==> config.mk <==
export PLATFORM = sky130hd
export DESIGN_NAME = pow_5_window_accumulator
export DESIGN_NICKNAME = d
export VERILOG_FILES = /design/src/rtl/pow_5_pkg.sv /design/src/rtl/pow_5_sat_add.sv /design/src/rtl/pow_5_window_accumulator.sv
export SDC_FILE = /design/constraint.sdc
export NUM_CORES = 1
export LEC_CHECK = 0
export CAP_MARGIN = 20
export CORE_MARGIN = 2
export CORE_UTILIZATION = 25
export CTS_CLUSTER_DIAMETER = 150
export CTS_CLUSTER_SIZE = 10
export DETAILED_ROUTE_END_ITERATION = 16
export PLACE_DENSITY = 0.52
export SETUP_SLACK_MARGIN = 0.3
export SYNTH_ARGS = -nofsm -noshare
export SYNTH_HDL_FRONTEND = slang
export SYNTH_HIERARCHICAL = 1
export SYNTH_SLANG_ARGS = --single-unit
==> constraint.sdc <==
create_clock -name clock -period 3.4 [get_ports clock]
set_clock_uncertainty 0.1 [all_clocks]
set_input_delay 1.02 -clock clock [delete_from_list [all_inputs] [get_ports clock]]
set_output_delay 1.02 -clock clock [all_outputs]
set_load 0.01 [all_outputs]
==> src/rtl/pow_5_pkg.sv <==
// Shared definitions for the fifth-power pipeline: window FSM encoding and the
// default widths used by the power stage, the window accumulator and the bench.
package pow_5_pkg;

    localparam int DEF_WIDTH     = 18;
    localparam int DEF_LEN       = 8;
    localparam int DEF_SUM_WIDTH = 24;

    typedef enum logic {
        ACCUM = 1'b0,
        HOLD  = 1'b1
    } win_state_e;

    // Width of a counter that indexes 0..len-1; never narrower than one bit.
    function automatic int cnt_width(input int len);
        return (len > 2) ? $clog2(len) : 1;
    endfunction

endpackage

==> src/rtl/pow_5_sat_add.sv <==
// Unsigned saturating adder: clamps to all ones on carry out and reports it.
module pow_5_sat_add #(
    parameter int SUM_WIDTH = 24
) (
    input  logic [SUM_WIDTH-1:0] a_i,
    input  logic [SUM_WIDTH-1:0] b_i,
    output logic [SUM_WIDTH-1:0] sum_o,
    output logic                 ovf_o
);

    logic [SUM_WIDTH:0] raw_sum;

    assign raw_sum = {1'b0, a_i} + {1'b0, b_i};
    assign ovf_o   = raw_sum[SUM_WIDTH];
    assign sum_o   = ovf_o ? {SUM_WIDTH{1'b1}} : raw_sum[SUM_WIDTH-1:0];

endmodule

==> src/rtl/pow_5_window_accumulator.sv <==
// Sums fixed-length windows of n^5 samples with saturation, tracks the window
// maximum and flags samples lost while a finished window waits for its reader.
module pow_5_window_accumulator
    import pow_5_pkg::*;
#(
    parameter int WIDTH     = DEF_WIDTH,
    parameter int LEN       = DEF_LEN,
    parameter int SUM_WIDTH = DEF_SUM_WIDTH
) (
    input  logic                 clock,
    input  logic                 reset,
    input  logic                 in_valid,
    input  logic [WIDTH-1:0]     in_data,
    output logic                 in_ready,
    output logic                 out_valid,
    input  logic                 out_ready,
    output logic [SUM_WIDTH-1:0] out_sum,
    output logic [WIDTH-1:0]     out_max,
    output logic                 out_overflow,
    output logic                 out_dropped
);

    localparam int                CNT_W    = cnt_width(LEN);
    localparam logic [CNT_W-1:0] CNT_LAST = CNT_W'(LEN - 1);

    win_state_e           state_q, state_d;
    logic [SUM_WIDTH-1:0] sum_q, sum_d;
    logic [WIDTH-1:0]     max_q, max_d;
    logic [CNT_W-1:0]     cnt_q, cnt_d;
    logic                 ovf_q, ovf_d;
    logic                 drop_q, drop_d;

    logic [SUM_WIDTH-1:0] sample_ext;
    logic [SUM_WIDTH-1:0] add_sum;
    logic                 add_ovf;

    assign sample_ext = SUM_WIDTH'(in_data);

    pow_5_sat_add #(
        .SUM_WIDTH(SUM_WIDTH)
    ) u_sat_add (
        .a_i  (sum_q),
        .b_i  (sample_ext),
        .sum_o(add_sum),
        .ovf_o(add_ovf)
    );

    always_comb begin
        state_d = state_q;
        sum_d   = sum_q;
        max_d   = max_q;
        cnt_d   = cnt_q;
        ovf_d   = ovf_q;
        drop_d  = drop_q;
        case (state_q)
            ACCUM: begin
                if (in_valid) begin
                    sum_d = add_sum;
                    ovf_d = ovf_q | add_ovf;
                    if (in_data > max_q) begin
                        max_d = in_data;
                    end
                    if (cnt_q == CNT_LAST) begin
                        cnt_d   = '0;
                        state_d = HOLD;
                    end else begin
                        cnt_d = cnt_q + CNT_W'(1);
                    end
                end
            end
            HOLD: begin
                if (in_valid) begin
                    drop_d = 1'b1;
                end
                // A sample offered on the release edge is still lost, so it
                // marks the next window as having dropped data.
                if (out_ready) begin
                    state_d = ACCUM;
                    sum_d   = '0;
                    max_d   = '0;
                    cnt_d   = '0;
                    ovf_d   = 1'b0;
                    drop_d  = in_valid;
                end
            end
            default: begin
                state_d = ACCUM;
            end
        endcase
    end

    always_ff @(posedge clock or posedge reset) begin
        if (reset) begin
            state_q <= ACCUM;
            sum_q   <= '0;
            max_q   <= '0;
            cnt_q   <= '0;
            ovf_q   <= 1'b0;
            drop_q  <= 1'b0;
        end else begin
            state_q <= state_d;
            sum_q   <= sum_d;
            max_q   <= max_d;
            cnt_q   <= cnt_d;
            ovf_q   <= ovf_d;
            drop_q  <= drop_d;
        end
    end

    assign in_ready     = (state_q == ACCUM);
    assign out_valid    = (state_q == HOLD);
    assign out_sum      = sum_q;
    assign out_max      = max_q;
    assign out_overflow = ovf_q;
    assign out_dropped  = drop_q;

endmodule

==> results.md, run 1 <==
* Max H-tree Level at 2
* Die X at 127 um
* Number of top-level pins at 68
* CTS Buf Count at 5
* Max_slew headroom at 59.6%
* Pre-CTS setup slack at -0.605 ns
* Pwr dens at 1050 nW/um2
* Placed cell areas at 5190 um2
* CP endpoint kind: flop
* TritonCTS clock tree: built
* Critical path arrival at 3.35 ns
* Crit Path Max Fanout at 3
* Status: complete, no violations
* Synth Register Bits at 48
* Final setup fails at 0
* Slew @ Worst Pin at 0.605 ns
* Number of global-route vias before repair at 3838
* Core Region at 14600 um2
* Most frequent cells in the layout: buf_4, clkdlybuf4s50_1, dfrtp_1, a21oi_1, nand2_1
* Clock Path Buffers at 2
* Most common cell after layout, fill and taps aside: buf_4
* Worst r2r src: out_sum[0]$_DFFE_PP0P_
* Final critical-path share of the clock period at 96.0%
* Proportion of layout cells with a drive suffix above 1 at 33.3%
* Core Rows at 44
* Fmax achieved at 306 MHz
* Worst hold endpoint: cnt_q[0]$_DFFE_PP0P_
* Hold depth at 1
* Class of the most critical hold timing path: reg2reg
* Root Buffer: clkbuf_16
* Hold_buf cts at 0
* Total power at 0.00614 W
* Max Cap Viol at 0
* Vias at 3609
* Final Worst Setup Slack at 0.137 ns
* Final Cell Area at 5830 um2
* Worst Path Required at 3.48 ns
* Largest net degree at the start of global routing at 28
* Flop2flop setup slack at 0.46 ns
* Asr flop ratio synth at 100%
* DP HPWL at 8.91 mm
* Starting DRC count in detailed routing at 148
* Synth warn at 6
* Residual DRC at 0
* Reg clk slew, reported paths at 0.07 ns
* Drt total wl at 12.1 mm
* Yosys cell types at 57
* Maximum vdd drop at 441 uV
* Worst reg2reg path depth at 10
* Setup TNS at 0 ns
* Overflow after GRT at 0
* Synthesized cell area at 3770 um2
* Hold_sp: cnt_q[0]$_DFFE_PP0P_
* Tmin final at 3.26 ns
* Via density per instance at 4.94
* Top-area cell type share of the netlist area at 31.9%
* Placer's final routability congestion estimate at 0.880
* Core Util, Final at 39.8%
* Avg Cell Area, Syn at 9.43 um2
* Reg-to-reg endpoint: out_sum[22]$_DFFE_PP0P_
* Initial antenna violation count at 0
* Seq/Total Area, Yosys at 31.9%
* Final-report max-slew violation count at 0
* Area grow syn2layout at 54.6%
* Nets@finish at 613
* Drt first pass iters at 4
* Chip height at 127 um
* Critical path class: in2reg
* Clock Latency Late Sink at 0.30 ns
* Routed Antenna Nets at 0
* Final Hold Viols at 0
* Synth area leaders: dfrtp_1, ha_1, a22o_1
* First-pass GRT wire length at 19.9 mm
* Total Routing Usage GR at 15.4%
* Dominant cell type by area after synthesis: dfrtp_1
* Clock sinks at 48
* Initial Utilization at 25.8%
* LEAKAGE at 2.65 nW
* I/O Buffers at 67
* Antenna cells at 0
* Post-synth EDFFs at 0
* DIE AREA at 16100 um2
* RSZ-0062 raised after global routing: true
* Critical Path Start Type: input port
* Top_reg_cell synth: dfrtp_1
* DR WL/cell at 16.6 um
* Cells after synthesis at 400
==> worst max-delay path by stage <==
stage                           from                       to  slack (ns)  depth (start not counted)
after floorplan           in_data[0]  out_sum[22]$_DFFE_PP0P_        0.08                         10
after global placement    in_data[0]  out_sum[22]$_DFFE_PP0P_       -0.60                         11
after detailed placement  in_data[0]  out_sum[22]$_DFFE_PP0P_       -0.61                         11
after CTS                 in_data[0]  out_sum[22]$_DFFE_PP0P_        0.14                         11
after global routing      in_data[0]  out_sum[22]$_DFFE_PP0P_        0.08                         11
final                     in_data[0]  out_sum[22]$_DFFE_PP0P_        0.14                         11
==> sequential cells by signal, summed over array words and instances (netlist names) <==
register and flops:
cnt_q 3, out_max 18, out_sum 24, out_overflow 1
out_dropped 1, out_valid 1
==> power breakdown <==
part	switching (W)	leakage [nW]	internal, W
clock network	0.000248	0.0804	0.000351
logic	0.00196	2.01	0.00241
registers	0.000295	0.563	0.000865
==> stage by stage <==
step | hold slack (ns) | cells
2_1_floorplan | 0.358 | 405
3_3_place_gp | 0.386 | 711
3_5_place_dp | 0.388 | 711
4_1_cts | 0.398 | 729
5_1_grt | 0.418 | 731
6_report | 0.407 | 731
==> area by class of cell <==
cell class	count	area, um2
Timing Repair Buffer	149	1330
Fill cell	1423	8810
Clock inverter	3	46.3
Tap cell	184	230
Inverter	29	109
Clock buffer	5	125
Sequential cell	48	1200
Multi-Input combinational cell	313	2790
==> metal layers <==
layer	track usage (%)	vias to the layer above	wire, um
met5	0	-	0
met4	3.68	0	140
met3	2.32	13	347
met2	25.0	70	5710
met1	21.4	1771	5920
li1	-	1755	-
==> critical path, cell delays in order <==
cell and delay [ns]:
buf_8 0.10, ha_4 0.16, fa_2 0.34, a21o_1 0.21, a221oi_4 0.33, o221ai_2 0.15, a221o_2 0.40, a31oi_2 0.19
xor2_1 0.16, nand2_1 0.07, a22o_1 0.22
==> cell usage after synthesis (8+ instances only) <==
cell,n
a22o_1,28
mux2_2,8
nand3_1,8
nor2_1,8
dfrtp_1,48
inv_1,29
clkbuf_1,11
a21o_1,12
o21ai_0,10
nand2_1,40
ha_1,44
mux2_4,9
a21oi_1,48
xnor2_1,14
==> cells by family after synthesis <==
kind of cell	synth area share (%)
compound gates	24.7
xor+xnor	4.41
fa+ha+maj	15.1
buf+inv	5.11
flops	31.9
mux	6.50
other cells	0.0994
simple gates	12.2
==> what timing repair did <==
action                     4_1_cts  5_1_grt
setup endpoints to repair       43       40
cloned                           2        0
pin swaps                       24       22
gates resized for setup         61       47
setup buffers                    8        2
Note: power is estimated with default switching activity, not from simulation.
==> inputs of run 2 (changes only) <==
--- a/config.mk
+++ b/config.mk
@@ -5,6 +5,7 @@
 export SDC_FILE = /design/constraint.sdc
 export NUM_CORES = 1
 export LEC_CHECK = 0
+export ABC_AREA = 0
 export CAP_MARGIN = 20
 export CORE_MARGIN = 2
 export CORE_UTILIZATION = 25
==> results of run 2 <==
The final DEF is identical to that of run 1; final timing and power are the same.
==> inputs of run 3 (changes only) <==
--- a/config.mk
+++ b/config.mk
@@ -14,6 +14,7 @@
 export DETAILED_ROUTE_END_ITERATION = 16
 export PLACE_DENSITY = 0.52
 export SETUP_SLACK_MARGIN = 0.3
+export SLEW_MARGIN = 20
 export SYNTH_ARGS = -nofsm -noshare
 export SYNTH_HDL_FRONTEND = slang
 export SYNTH_HIERARCHICAL = 1
==> results of run 3 <==
The final DEF is identical to that of run 1; final timing and power are the same.
